===== src/rtl/mem_arb_pkg.sv =====
// Shared types and defaults for mem_arbiter: FSM states, requester ids and
// the block-base helper used when a fill is granted.
package mem_arb_pkg;

  typedef enum logic [1:0] {IDLE, FILL, WRITE} state_e;
  typedef enum logic {REQ_I, REQ_D} req_id_e;

  localparam int MEM_LAT_DEF   = 4;
  localparam int BLK_WORDS_DEF = 8;

  // Byte address of the first word of the block holding addr (16-bit words).
  function automatic logic [15:0] blk_base(input logic [15:0] addr, input int offw);
    logic [15:0] mask;
    mask = 16'hFFFF << (offw + 1);
    return addr & mask;
  endfunction

endpackage


===== src/rtl/mem_arbiter_if.sv =====
// Requester, memory and fill-return signals of mem_arbiter. The arbiter uses
// the master modport; requesters and the memory model sit on the slave side.
interface mem_arbiter_if
  import mem_arb_pkg::*;
#(
  parameter int BLK_WORDS = BLK_WORDS_DEF
);
  localparam int OFFW = $clog2(BLK_WORDS);

  logic            i_req;
  logic [15:0]     i_addr;
  logic            d_req;
  logic            d_wr;
  logic [15:0]     d_addr;
  logic [15:0]     d_wdata;
  logic [15:0]     mem_addr;
  logic            mem_en;
  logic            mem_wr;
  logic [15:0]     mem_wdata;
  logic [15:0]     mem_rdata;
  logic            mem_rvalid;
  logic [15:0]     fill_data;
  logic [OFFW-1:0] fill_offset;
  logic            i_fill_we;
  logic            d_fill_we;
  logic            i_done;
  logic            d_done;
  logic            busy;

  modport master (
    input  i_req, i_addr, d_req, d_wr, d_addr, d_wdata, mem_rdata, mem_rvalid,
    output mem_addr, mem_en, mem_wr, mem_wdata, fill_data, fill_offset,
           i_fill_we, d_fill_we, i_done, d_done, busy
  );

  modport slave (
    output i_req, i_addr, d_req, d_wr, d_addr, d_wdata, mem_rdata, mem_rvalid,
    input  mem_addr, mem_en, mem_wr, mem_wdata, fill_data, fill_offset,
           i_fill_we, d_fill_we, i_done, d_done, busy
  );

endinterface


===== src/rtl/mem_arbiter_blk_counter.sv =====
// blk_counter: W-bit word counter with synchronous clear, enable and an
// all-ones terminal-count flag; used for both issue and return indices.
module blk_counter #(
  parameter int W = 3
) (
  input  logic         clk,
  input  logic         rst,
  input  logic         clr,
  input  logic         en,
  output logic [W-1:0] cnt,
  output logic         tc
);

  logic [W-1:0] cnt_q, cnt_d;

  always_comb begin
    cnt_d = cnt_q;
    if (clr)     cnt_d = '0;
    else if (en) cnt_d = cnt_q + 1'b1;
  end

  always_ff @(posedge clk or posedge rst) begin
    if (rst) cnt_q <= '0;
    else     cnt_q <= cnt_d;
  end

  assign cnt = cnt_q;
  assign tc  = &cnt_q;

endmodule


===== src/rtl/mem_arbiter.sv =====
// mem_arbiter: serialises I-side block fills and D-side fills/write-throughs onto
// one multi-cycle memory. Define MEM_ARB_RR_EN for round-robin tie-breaking.
module mem_arbiter
  import mem_arb_pkg::*;
#(
  parameter int MEM_LAT   = MEM_LAT_DEF,
  parameter int BLK_WORDS = BLK_WORDS_DEF
) (
  input logic           clk,
  input logic           rst,
  mem_arbiter_if.master bus
);

  localparam int OFFW = $clog2(BLK_WORDS);

  if (MEM_LAT < 1 || BLK_WORDS < 2 || (1 << OFFW) != BLK_WORDS) begin : g_bad_param
    $error("mem_arbiter: MEM_LAT must be >= 1 and BLK_WORDS a power of two >= 2");
  end

  state_e          state_q, state_d;
  req_id_e         owner_q, owner_d, grant;
  logic [15:0]     base_q, base_d;
  logic [15:0]     mem_addr_q, mem_addr_d, mem_wdata_q, mem_wdata_d;
  logic            mem_en_q, mem_en_d, mem_wr_q, mem_wr_d;
  logic            any_req, grant_wr;
  logic [OFFW-1:0] icnt, rcnt, icnt_nxt;
  logic            icnt_tc, rcnt_tc, icnt_en, rcnt_en, cnt_clr;
  logic [15:0]     ofs_nxt;
  logic            fill_rv, fill_done;
  logic [15:0]     fill_data;
  logic            i_fill_we, d_fill_we, i_done, d_done;

  assign any_req  = bus.i_req | bus.d_req;
  assign grant_wr = (grant == REQ_D) && bus.d_wr;

`ifdef MEM_ARB_RR_EN
  req_id_e last_grant_q, last_grant_d;

  // On a tie the side that did not win last time goes first.
  always_comb begin
    grant = bus.d_req ? REQ_D : REQ_I;
    if (bus.i_req && bus.d_req) grant = (last_grant_q == REQ_D) ? REQ_I : REQ_D;
    last_grant_d = last_grant_q;
    if (state_q == IDLE && any_req) last_grant_d = grant;
  end

  always_ff @(posedge clk or posedge rst) begin
    if (rst) last_grant_q <= REQ_D;
    else     last_grant_q <= last_grant_d;
  end
`else
  always_comb grant = bus.d_req ? REQ_D : REQ_I;
`endif

  blk_counter #(.W(OFFW)) u_icnt (
    .clk(clk), .rst(rst), .clr(cnt_clr), .en(icnt_en), .cnt(icnt), .tc(icnt_tc)
  );

  blk_counter #(.W(OFFW)) u_rcnt (
    .clk(clk), .rst(rst), .clr(cnt_clr), .en(rcnt_en), .cnt(rcnt), .tc(rcnt_tc)
  );

  assign cnt_clr  = (state_q != FILL);
  assign icnt_en  = (state_q == FILL) && mem_en_q && !icnt_tc;
  assign rcnt_en  = fill_rv;
  assign icnt_nxt = icnt + 1'b1;
  assign ofs_nxt  = 16'({icnt_nxt, 1'b0});

  always_ff @(posedge clk or posedge rst) begin
    if (rst) begin
      state_q     <= IDLE;
      owner_q     <= REQ_I;
      base_q      <= '0;
      mem_addr_q  <= '0;
      mem_wdata_q <= '0;
      mem_en_q    <= 1'b0;
      mem_wr_q    <= 1'b0;
    end else begin
      state_q     <= state_d;
      owner_q     <= owner_d;
      base_q      <= base_d;
      mem_addr_q  <= mem_addr_d;
      mem_wdata_q <= mem_wdata_d;
      mem_en_q    <= mem_en_d;
      mem_wr_q    <= mem_wr_d;
    end
  end

  always_comb begin
    state_d = state_q;
    unique case (state_q)
      IDLE:    if (any_req) state_d = grant_wr ? WRITE : FILL;
      FILL:    if (fill_done) state_d = IDLE;
      WRITE:   state_d = IDLE;
      default: state_d = IDLE;
    endcase
  end

  always_comb begin
    owner_d     = owner_q;
    base_d      = base_q;
    mem_en_d    = 1'b0;
    mem_wr_d    = 1'b0;
    mem_addr_d  = mem_addr_q;
    mem_wdata_d = mem_wdata_q;
    unique case (state_q)
      IDLE: if (any_req) begin
        owner_d  = grant;
        mem_en_d = 1'b1;
        if (grant_wr) begin
          mem_wr_d    = 1'b1;
          mem_addr_d  = bus.d_addr;
          mem_wdata_d = bus.d_wdata;
        end else begin
          base_d     = blk_base((grant == REQ_D) ? bus.d_addr : bus.i_addr, OFFW);
          mem_addr_d = base_d;
        end
      end
      // Reads are issued one per cycle; the register holds the next word's address.
      FILL: if (mem_en_q && !icnt_tc) begin
        mem_en_d   = 1'b1;
        mem_addr_d = base_q + ofs_nxt;
      end
      default: ;
    endcase

    fill_rv   = (state_q == FILL) && bus.mem_rvalid;
    fill_done = fill_rv && rcnt_tc;
    fill_data = fill_rv ? bus.mem_rdata : 16'h0000;
    i_fill_we = fill_rv && (owner_q == REQ_I);
    d_fill_we = fill_rv && (owner_q == REQ_D);
    i_done    = fill_done && (owner_q == REQ_I);
    d_done    = (fill_done && (owner_q == REQ_D)) || (state_q == WRITE);
  end

  assign bus.mem_addr    = mem_addr_q;
  assign bus.mem_en      = mem_en_q;
  assign bus.mem_wr      = mem_wr_q;
  assign bus.mem_wdata   = mem_wdata_q;
  assign bus.fill_data   = fill_data;
  assign bus.fill_offset = rcnt;
  assign bus.i_fill_we   = i_fill_we;
  assign bus.d_fill_we   = d_fill_we;
  assign bus.i_done      = i_done;
  assign bus.d_done      = d_done;
  assign bus.busy        = (state_q != IDLE);

endmodule


===== src/flat_wrapper.sv =====
// flat-port wrapper written by rule: the top's interface ports become plain ports
module mem_arbiter_flat import mem_arb_pkg::*;
#(
  parameter int MEM_LAT   = MEM_LAT_DEF,
  parameter int BLK_WORDS = BLK_WORDS_DEF
)
  (clk, rst, bus_i_req, bus_i_addr, bus_d_req, bus_d_wr, bus_d_addr, bus_d_wdata, bus_mem_rdata, bus_mem_rvalid, bus_mem_addr, bus_mem_en, bus_mem_wr, bus_mem_wdata, bus_fill_data, bus_fill_offset, bus_i_fill_we, bus_d_fill_we, bus_i_done, bus_d_done, bus_busy);
  mem_arbiter_if #(.BLK_WORDS(BLK_WORDS)) bus_i ();
  input logic clk;
  input logic rst;
  input wire logic [$bits(bus_i.i_req)-1:0] bus_i_req;
  input wire logic [$bits(bus_i.i_addr)-1:0] bus_i_addr;
  input wire logic [$bits(bus_i.d_req)-1:0] bus_d_req;
  input wire logic [$bits(bus_i.d_wr)-1:0] bus_d_wr;
  input wire logic [$bits(bus_i.d_addr)-1:0] bus_d_addr;
  input wire logic [$bits(bus_i.d_wdata)-1:0] bus_d_wdata;
  input wire logic [$bits(bus_i.mem_rdata)-1:0] bus_mem_rdata;
  input wire logic [$bits(bus_i.mem_rvalid)-1:0] bus_mem_rvalid;
  output wire logic [$bits(bus_i.mem_addr)-1:0] bus_mem_addr;
  output wire logic [$bits(bus_i.mem_en)-1:0] bus_mem_en;
  output wire logic [$bits(bus_i.mem_wr)-1:0] bus_mem_wr;
  output wire logic [$bits(bus_i.mem_wdata)-1:0] bus_mem_wdata;
  output wire logic [$bits(bus_i.fill_data)-1:0] bus_fill_data;
  output wire logic [$bits(bus_i.fill_offset)-1:0] bus_fill_offset;
  output wire logic [$bits(bus_i.i_fill_we)-1:0] bus_i_fill_we;
  output wire logic [$bits(bus_i.d_fill_we)-1:0] bus_d_fill_we;
  output wire logic [$bits(bus_i.i_done)-1:0] bus_i_done;
  output wire logic [$bits(bus_i.d_done)-1:0] bus_d_done;
  output wire logic [$bits(bus_i.busy)-1:0] bus_busy;
  assign bus_i.i_req = bus_i_req;
  assign bus_i.i_addr = bus_i_addr;
  assign bus_i.d_req = bus_d_req;
  assign bus_i.d_wr = bus_d_wr;
  assign bus_i.d_addr = bus_d_addr;
  assign bus_i.d_wdata = bus_d_wdata;
  assign bus_i.mem_rdata = bus_mem_rdata;
  assign bus_i.mem_rvalid = bus_mem_rvalid;
  assign bus_mem_addr = bus_i.mem_addr;
  assign bus_mem_en = bus_i.mem_en;
  assign bus_mem_wr = bus_i.mem_wr;
  assign bus_mem_wdata = bus_i.mem_wdata;
  assign bus_fill_data = bus_i.fill_data;
  assign bus_fill_offset = bus_i.fill_offset;
  assign bus_i_fill_we = bus_i.i_fill_we;
  assign bus_d_fill_we = bus_i.d_fill_we;
  assign bus_i_done = bus_i.i_done;
  assign bus_d_done = bus_i.d_done;
  assign bus_busy = bus_i.busy;
  mem_arbiter #(.MEM_LAT(MEM_LAT), .BLK_WORDS(BLK_WORDS)) u_core (.clk(clk), .rst(rst), .bus(bus_i));
endmodule

===== config.mk =====
export PLATFORM = sky130hd
export DESIGN_NAME = mem_arbiter_flat
export DESIGN_NICKNAME = d
export VERILOG_FILES = /design/src/rtl/mem_arb_pkg.sv /design/src/rtl/mem_arbiter_if.sv /design/src/rtl/mem_arbiter_blk_counter.sv /design/src/rtl/mem_arbiter.sv /design/src/flat_wrapper.sv
export SDC_FILE = /design/constraint.sdc
export NUM_CORES = 1
export LEC_CHECK = 0
export CAP_MARGIN = 20
export CORE_ASPECT_RATIO = 0.5
export CORE_MARGIN = 4
export CORE_UTILIZATION = 41
export DETAILED_ROUTE_END_ITERATION = 7
export GPL_TIMING_DRIVEN = 0
export HOLD_SLACK_MARGIN = 0.05
export PLACE_DENSITY = 0.8
export SLEW_MARGIN = 15
export SYNTH_ARGS = -nofsm -noshare
export SYNTH_HDL_FRONTEND = slang
export SYNTH_SLANG_ARGS = --single-unit

===== constraint.sdc =====
create_clock -name clk -period 2.4 [get_ports clk]
set_input_delay 0.6 -clock clk [delete_from_list [all_inputs] [get_ports clk]]
set_output_delay 0.6 -clock clk [all_outputs]
set_load 0.01 [all_outputs]

## Yosys cells after proc, flatten, opt, wreduce, memory -nomap -nowiden

Cells that the tools add are included.

- Add/subtract/negate cells: 3
- Equality and inequality tests: 6
- Mux-type cells: 21
- Bitwise operators: 3
- Reduce and logical (&&, ||, !) cells: 24

Operator list:

| cell | number |
|---|---|
| 2-to-1 mux 16 bit | 5 |
| one-hot mux 16 bit (2 select lines) | 1 |
| adder 16 x 4 -> 16 bit | 1 |
| AND reduction 3 bit | 5 |
| 2-to-1 mux 3 bit | 4 |
| logical AND 1 bit | 10 |
| inequality test 2 x 1 -> 1 bit (second input constant) | 4 |
| nonzero test 2 bit | 4 |
| adder 3 x 1 -> 3 bit (second input constant) | 2 |
| 2-to-1 mux 1 bit | 6 |
| 2-to-1 mux 2 bit | 3 |
| one-hot mux 2 bit (2 select lines) | 1 |
| AND reduction 2 bit | 2 |
| equality test 2 x 1 -> 1 bit (second input constant) | 1 |
| equality test 2 bit (second input constant) | 1 |
| zero test 2 bit | 1 |
| NOT 1 bit | 2 |
| one-hot mux 1 bit (2 select lines) | 1 |
| zero test 1 bit | 1 |
| logical OR 1 bit | 1 |
| bitwise OR 1 bit | 1 |

- Register bits after elaboration: 55
- Word-level logic and storage cells: 66

## Depth between registers and ports, before layout

- Depth in word-level cells: 5
- Depth in mapped cells: 6
- Mapped depth without buffers: 5

## Cells and area by module

Synthesis repeated with hierarchy kept, for this count alone.

- Cells, all modules: 246
- Area, all modules: 2566.2 sq um

Modules (own cells, without submodules):

| module | times used | cells each | area each (sq um) | sequential area each (sq um) |
|---|---|---|---|---|
| mem_arbiter | 1 | 222 | 2278.4 | 1226.2 |
| blk_counter | 2 | 12 | 143.9 | 75.1 |

## Least setup slack after synthesis

OpenSTA, ideal clock, no wires.

- Kind: register -> register
- Start: register u_core.u_icnt.cnt_q[0], in the netlist u_core.u_icnt.cnt[0]
- End: register u_core.mem_addr_q[0], in the netlist u_core.bus.mem_addr[0]
- Arrival time: 1899 ps
- Data required time: 2275 ps
- Path slack: 377 ps
- Stages on the path, launching flop included: 7
- Clock period less this slack: 2023 ps
- Path through: dfrtp_1 > ha_1 > ha_1 > nand2b_1 > a211oi_4 > buf_6 > mux2_2

- Word-level cells in the longest chain between the ends: 5

RTL lines:

| item | line | text |
|---|---|---|
| from (decl) | mem_arbiter_blk_counter.sv:14 | `logic [W-1:0] cnt_q, cnt_d;` |
| from (signal assigned) | mem_arbiter_blk_counter.sv:24 | `else cnt_q <= cnt_d;` |
| AND reduction 3 bit | mem_arbiter_blk_counter.sv:28 | `assign tc = &cnt_q;` |
| zero test 1 bit | mem_arbiter.sv:120 | `FILL: if (mem_en_q && !icnt_tc) begin` |
| logical AND 1 bit | mem_arbiter.sv:120 |  |
| inequality test 2 x 1 -> 1 bit (no source line) | n/a |  |
| AND reduction 3 bit (no source line) | n/a |  |
| to (signal assigned) | mem_arbiter.sv:82 | `mem_addr_q <= mem_addr_d;` |
| to (decl) | mem_arbiter.sv:23 | `logic [15:0] mem_addr_q, mem_addr_d, mem_wdata_q, mem_wdata_d;` |

Every way passes these cells.
A chain may end at the register's enable or synchronous reset.

## Worst setup path after layout

- Start: register u_core.u_icnt.cnt_q[0], in the netlist u_core.u_icnt.cnt[0]
- End: register u_core.mem_addr_q[7], in the netlist u_core.bus.mem_addr[7]

- Word-level cells in the longest chain between the ends: 5
- Elaborated cells between the ends (all ways): 9
- Classes of those cells: 2 x add/sub; 1 x eq/ne; 2 x mux; 4 x reduce/logical

RTL lines:

| item |
|---|
| branches (longest 5 deep; another with adder 16 x 4 -> 16 bit) |

Parallel ways; which one is timed is not known. The select of a mux whose other input is x is not followed.

==> metrics.csv <==
metric,value,unit
outcome,finished clean,
# DRC,0,
initial antenna violation count,0,
maximum fanout along the worst path,10,
Pwr Density,1131,mW/mm^2
DR WL/cell,16.53,microns
combinational family with the most area after synthesis,multiplexers,
sw power,1.502,mW
Setup crit start kind,flip-flop,
GR Util All Layers,17.54,%
full die area,0.008195,sq mm
simple-gate share of the synthesized area,10.19,%
Combinational Power Share,49.6,%
CTS max path bufs,2,
core box area,0.006306,sq mm
CTS tree,done,
total power,4.807,mW
Area Growth Syn to Fin,53.89,%
worst path cell trace,ha_1 > ha_1 > nand2b_1 > a211oi_4 > buf_6 > mux2_2,
Ports,128,
Final Cell Area,0.004252,sq mm
fin crit period,2338,ps
Die Span Y,66.05,microns
Util after Layout,67.42,%
P_leak,1.934,nW
postcts setup bufs,0,
Rows,20,
worst ir drop on vdd,521.0,uV
gr ovfl total,0,
final std cells w/o fill,425,
vias in the first global route,2345,
final slew viol count,0,
# clock sinks,55,
Starting Density,43.81,%
Sw Ratio,31.25,%
sequential fraction of the synthesis area,49.82,%
post-synthesis compound-gate area fraction,2.853,%
Worst Path Required,2570,ps
CP arrival,2510,ps
I/O Buffers,122,
routed vias/inst,4.894,
"slowest stage delay, CP",560,ps
max-cap violations,0,
xor and xnor area share after synthesis,0.6341,%
largest net degree at the start of global routing,29,
crit path kind,reg2reg,
syn_area_per_cell,13.35,sq um
htree depth,2,
YS warnings,0,
post-synthesis mux area share,29.80,%
CTS root buf,clkbuf_16,
Initial DRT Pass Iterations,4,
number of buffers and inverters on the critical path,1,
cell area after placement,0.004114,sq mm
Synth Area in Adders,1.812,%
syn nets,281,
Die X,124.1,microns
worst-margin pin slew,595.7,ps
"most used cell, CP",ha_1,
CTS clock-pin slew for the worst setup and hold paths,70,ps
Final ANT Viol Nets,0,
"slowest stage cell, crit path",a211oi_4,
Internal,3.305,mW
#FFs+latches synth,55,
DRT iter0 DRCs,50,
vias,2080,
Clock Latency Late Sink,290,ps
clock share of power,16.6,%
crit end category,flip-flop,
drt total wl,7025,microns
hpwl dp,5504,microns
Syn Std Cell Area,0.002763,sq mm
dpl cells,418,
first-pass GRT wire length,11200,microns
hold slack,484.8,ps
HP Class,reg2reg,
sequential share of power,33.8,%
post-synth cell types,33,
"Period Utilization, post-route",97.40,%
Inserted Clock Buffers,5,
RSZ-0062 raised after global routing,false,
layout cells sized above 1,28.78,%
final hold vios,0,
n_diodes,0,
Nets,411,
f_max,427.8,MHz
family with the most delay on the worst path,compound AO/OA/AOI/OAI gates,
Slew HR,60.23,%
Placer Congestion,0.7375,
# setup viols final,0,
Clock Skew,4.267,ps
synthesized instance count,207,
[cells in the mapped netlist]
| library cell | instances | area [sq um] |
|---|---|---|
| a31oi_1 | 3 | 18.77 |
| buf_4 | 3 | 22.52 |
| nand2_1 | 6 | 22.52 |
| nand2b_4 | 1 | 13.76 |
| nor2_1 | 5 | 18.77 |
| o21ai_0 | 1 | 5.000 |
| nor2b_1 | 2 | 12.51 |
| and2_4 | 1 | 8.760 |
| a211oi_4 | 1 | 20.02 |
| buf_2 | 2 | 10.01 |
| nand4_1 | 1 | 6.260 |
| clkbuf_1 | 4 | 15.01 |
| nand2b_1 | 3 | 18.77 |
| and3_1 | 18 | 112.6 |
| a21oi_1 | 3 | 15.01 |
| mux2_1 | 4 | 45.04 |
| mux2_4 | 11 | 165.2 |
| nor3b_1 | 2 | 15.01 |
| mux2_2 | 50 | 563.0 |
| and3b_1 | 2 | 17.52 |
| inv_1 | 6 | 22.52 |
| ha_1 | 4 | 50.05 |
| xnor2_1 | 2 | 17.52 |
| buf_6 | 4 | 45.04 |
| mux2i_1 | 5 | 50.05 |
| a21boi_2 | 1 | 11.26 |
| a22o_1 | 1 | 8.760 |
| and2_1 | 2 | 12.51 |
| nor3_2 | 1 | 10.01 |
| buf_12 | 1 | 20.02 |
| or2_2 | 1 | 6.260 |
| nor2_2 | 1 | 6.260 |
| dfrtp_1 | 55 | 1376 |
[cells in the final DEF (no fill, tap or decap), drive strengths merged, types with 3 or more instances in the layout]
cell type	netlist	layout
clkdlybuf4s50	0	101
mux2	65	65
dfrtp	55	55
and3	18	18
clkbuf	4	16
buf	10	11
dlygate4sd2	0	10
nand2	6	6
nor2	6	6
inv	6	6
mux2i	5	5
clkdlybuf4s15	0	5
ha	4	4
nand2b	4	4
a21oi	3	3
a31oi	3	3
and2	3	3
[worst reg2reg max path, delay by kind of cell (launching register included)]
family / cells / cell delay (ps)
AOI/OAI and AO/OA: 1 / 560
adders and majority gates: 2 / 420
DFF: 1 / 410
muxes: 1 / 350
buffers and inverters: 1 / 250
and+or+nand+nor: 1 / 230
[cell families after synthesis]
family	count (synthesis)
multiplexers	70
flip-flops	55
AND/OR/NAND/NOR	46
buffers and inverters	20
AO/OA/AOI/OAI	10
adder cells (fa/ha/maj)	4
XOR/XNOR	2
[state kept, by name (all words and copies together), names as in the netlist]
name	flops
u_core.u_icnt.cnt	3
u_core.base_q	12
u_core.owner_q	1
u_core.bus.mem_addr	16
u_core.state_q	2
u_core.bus.mem_en	1
u_core.bus.mem_wdata	16
u_core.bus.mem_wr	1
u_core.u_rcnt.cnt	3
[path summary, 6_finish.rpt]
kind | from | endpoint | slack, ps | cells after the start
worst max-delay path | u_core.u_icnt.cnt[0]$_DFFE_PP0P_ | u_core.bus.mem_addr[7]$_DFFE_PP0P_ | 60 | 6
min in group asynchronous | rst | u_core.bus.mem_wdata[9]$_DFFE_PP0P_ | 700 | 2
worst max register to register | u_core.u_icnt.cnt[0]$_DFFE_PP0P_ | u_core.bus.mem_addr[7]$_DFFE_PP0P_ | 60 | 6
worst min register to register | u_core.bus.mem_wdata[3]$_DFFE_PP0P_ | u_core.bus.mem_wdata[3]$_DFFE_PP0P_ | 480 | 1
max in group asynchronous | rst | u_core.owner_q$_DFFE_PP0P_ | 1150 | 3
worst min-delay path | u_core.bus.mem_wdata[3]$_DFFE_PP0P_ | u_core.bus.mem_wdata[3]$_DFFE_PP0P_ | 480 | 1
[area by class of cell]
cell class              instances  area [sq um]
clock inverters                 1         30.03
inverters                       6         22.52
multi-input cells             132          1254
repair buffers                123          1200
well taps                      88         110.1
fillers                       484          2054
clock buffers                   6         128.9
flip-flops and latches         55          1376
plain buffers                  14         130.1
[metrics by stage]
stage	setup TNS [ps]	setup slack, ps
final	0	62.41
after global routing	0	12.65
after CTS	0	18.52
after detailed placement	-8901	-600.5
after global placement	-32820	-560.3
after floorplan	0	376.6
[metal layers]
metal  global-route usage, %  part of all wire [%]  vias to the layer above
met1                   19.54                    40                     1018
li1                        -                     -                      987
met5                       0                     0                        -
met2                   33.60                    52                       67
met3                   4.359                   7.1                        8
met4                   4.366                   1.1                        0
[power groups by stage]
stage / registers [mW] / logic (mW) / clock network, mW
2_1_floorplan: 1.73 / 1.21 / 0
3_3_place_gp: 1.60 / 2.33 / 0
3_5_place_dp: 1.63 / 2.42 / 0
4_1_cts: 1.62 / 2.41 / 0.811
5_1_grt: 1.68 / 2.57 / 0.859
6_report: 1.62 / 2.39 / 0.797
[repair_timing]
item                       in CTS  in global routing
cloned                          0                  0
hold buffers                    0                  0
setup endpoints to repair      20                 11
resized for setup              29                 20
Power figures use the tool's default switching activity.
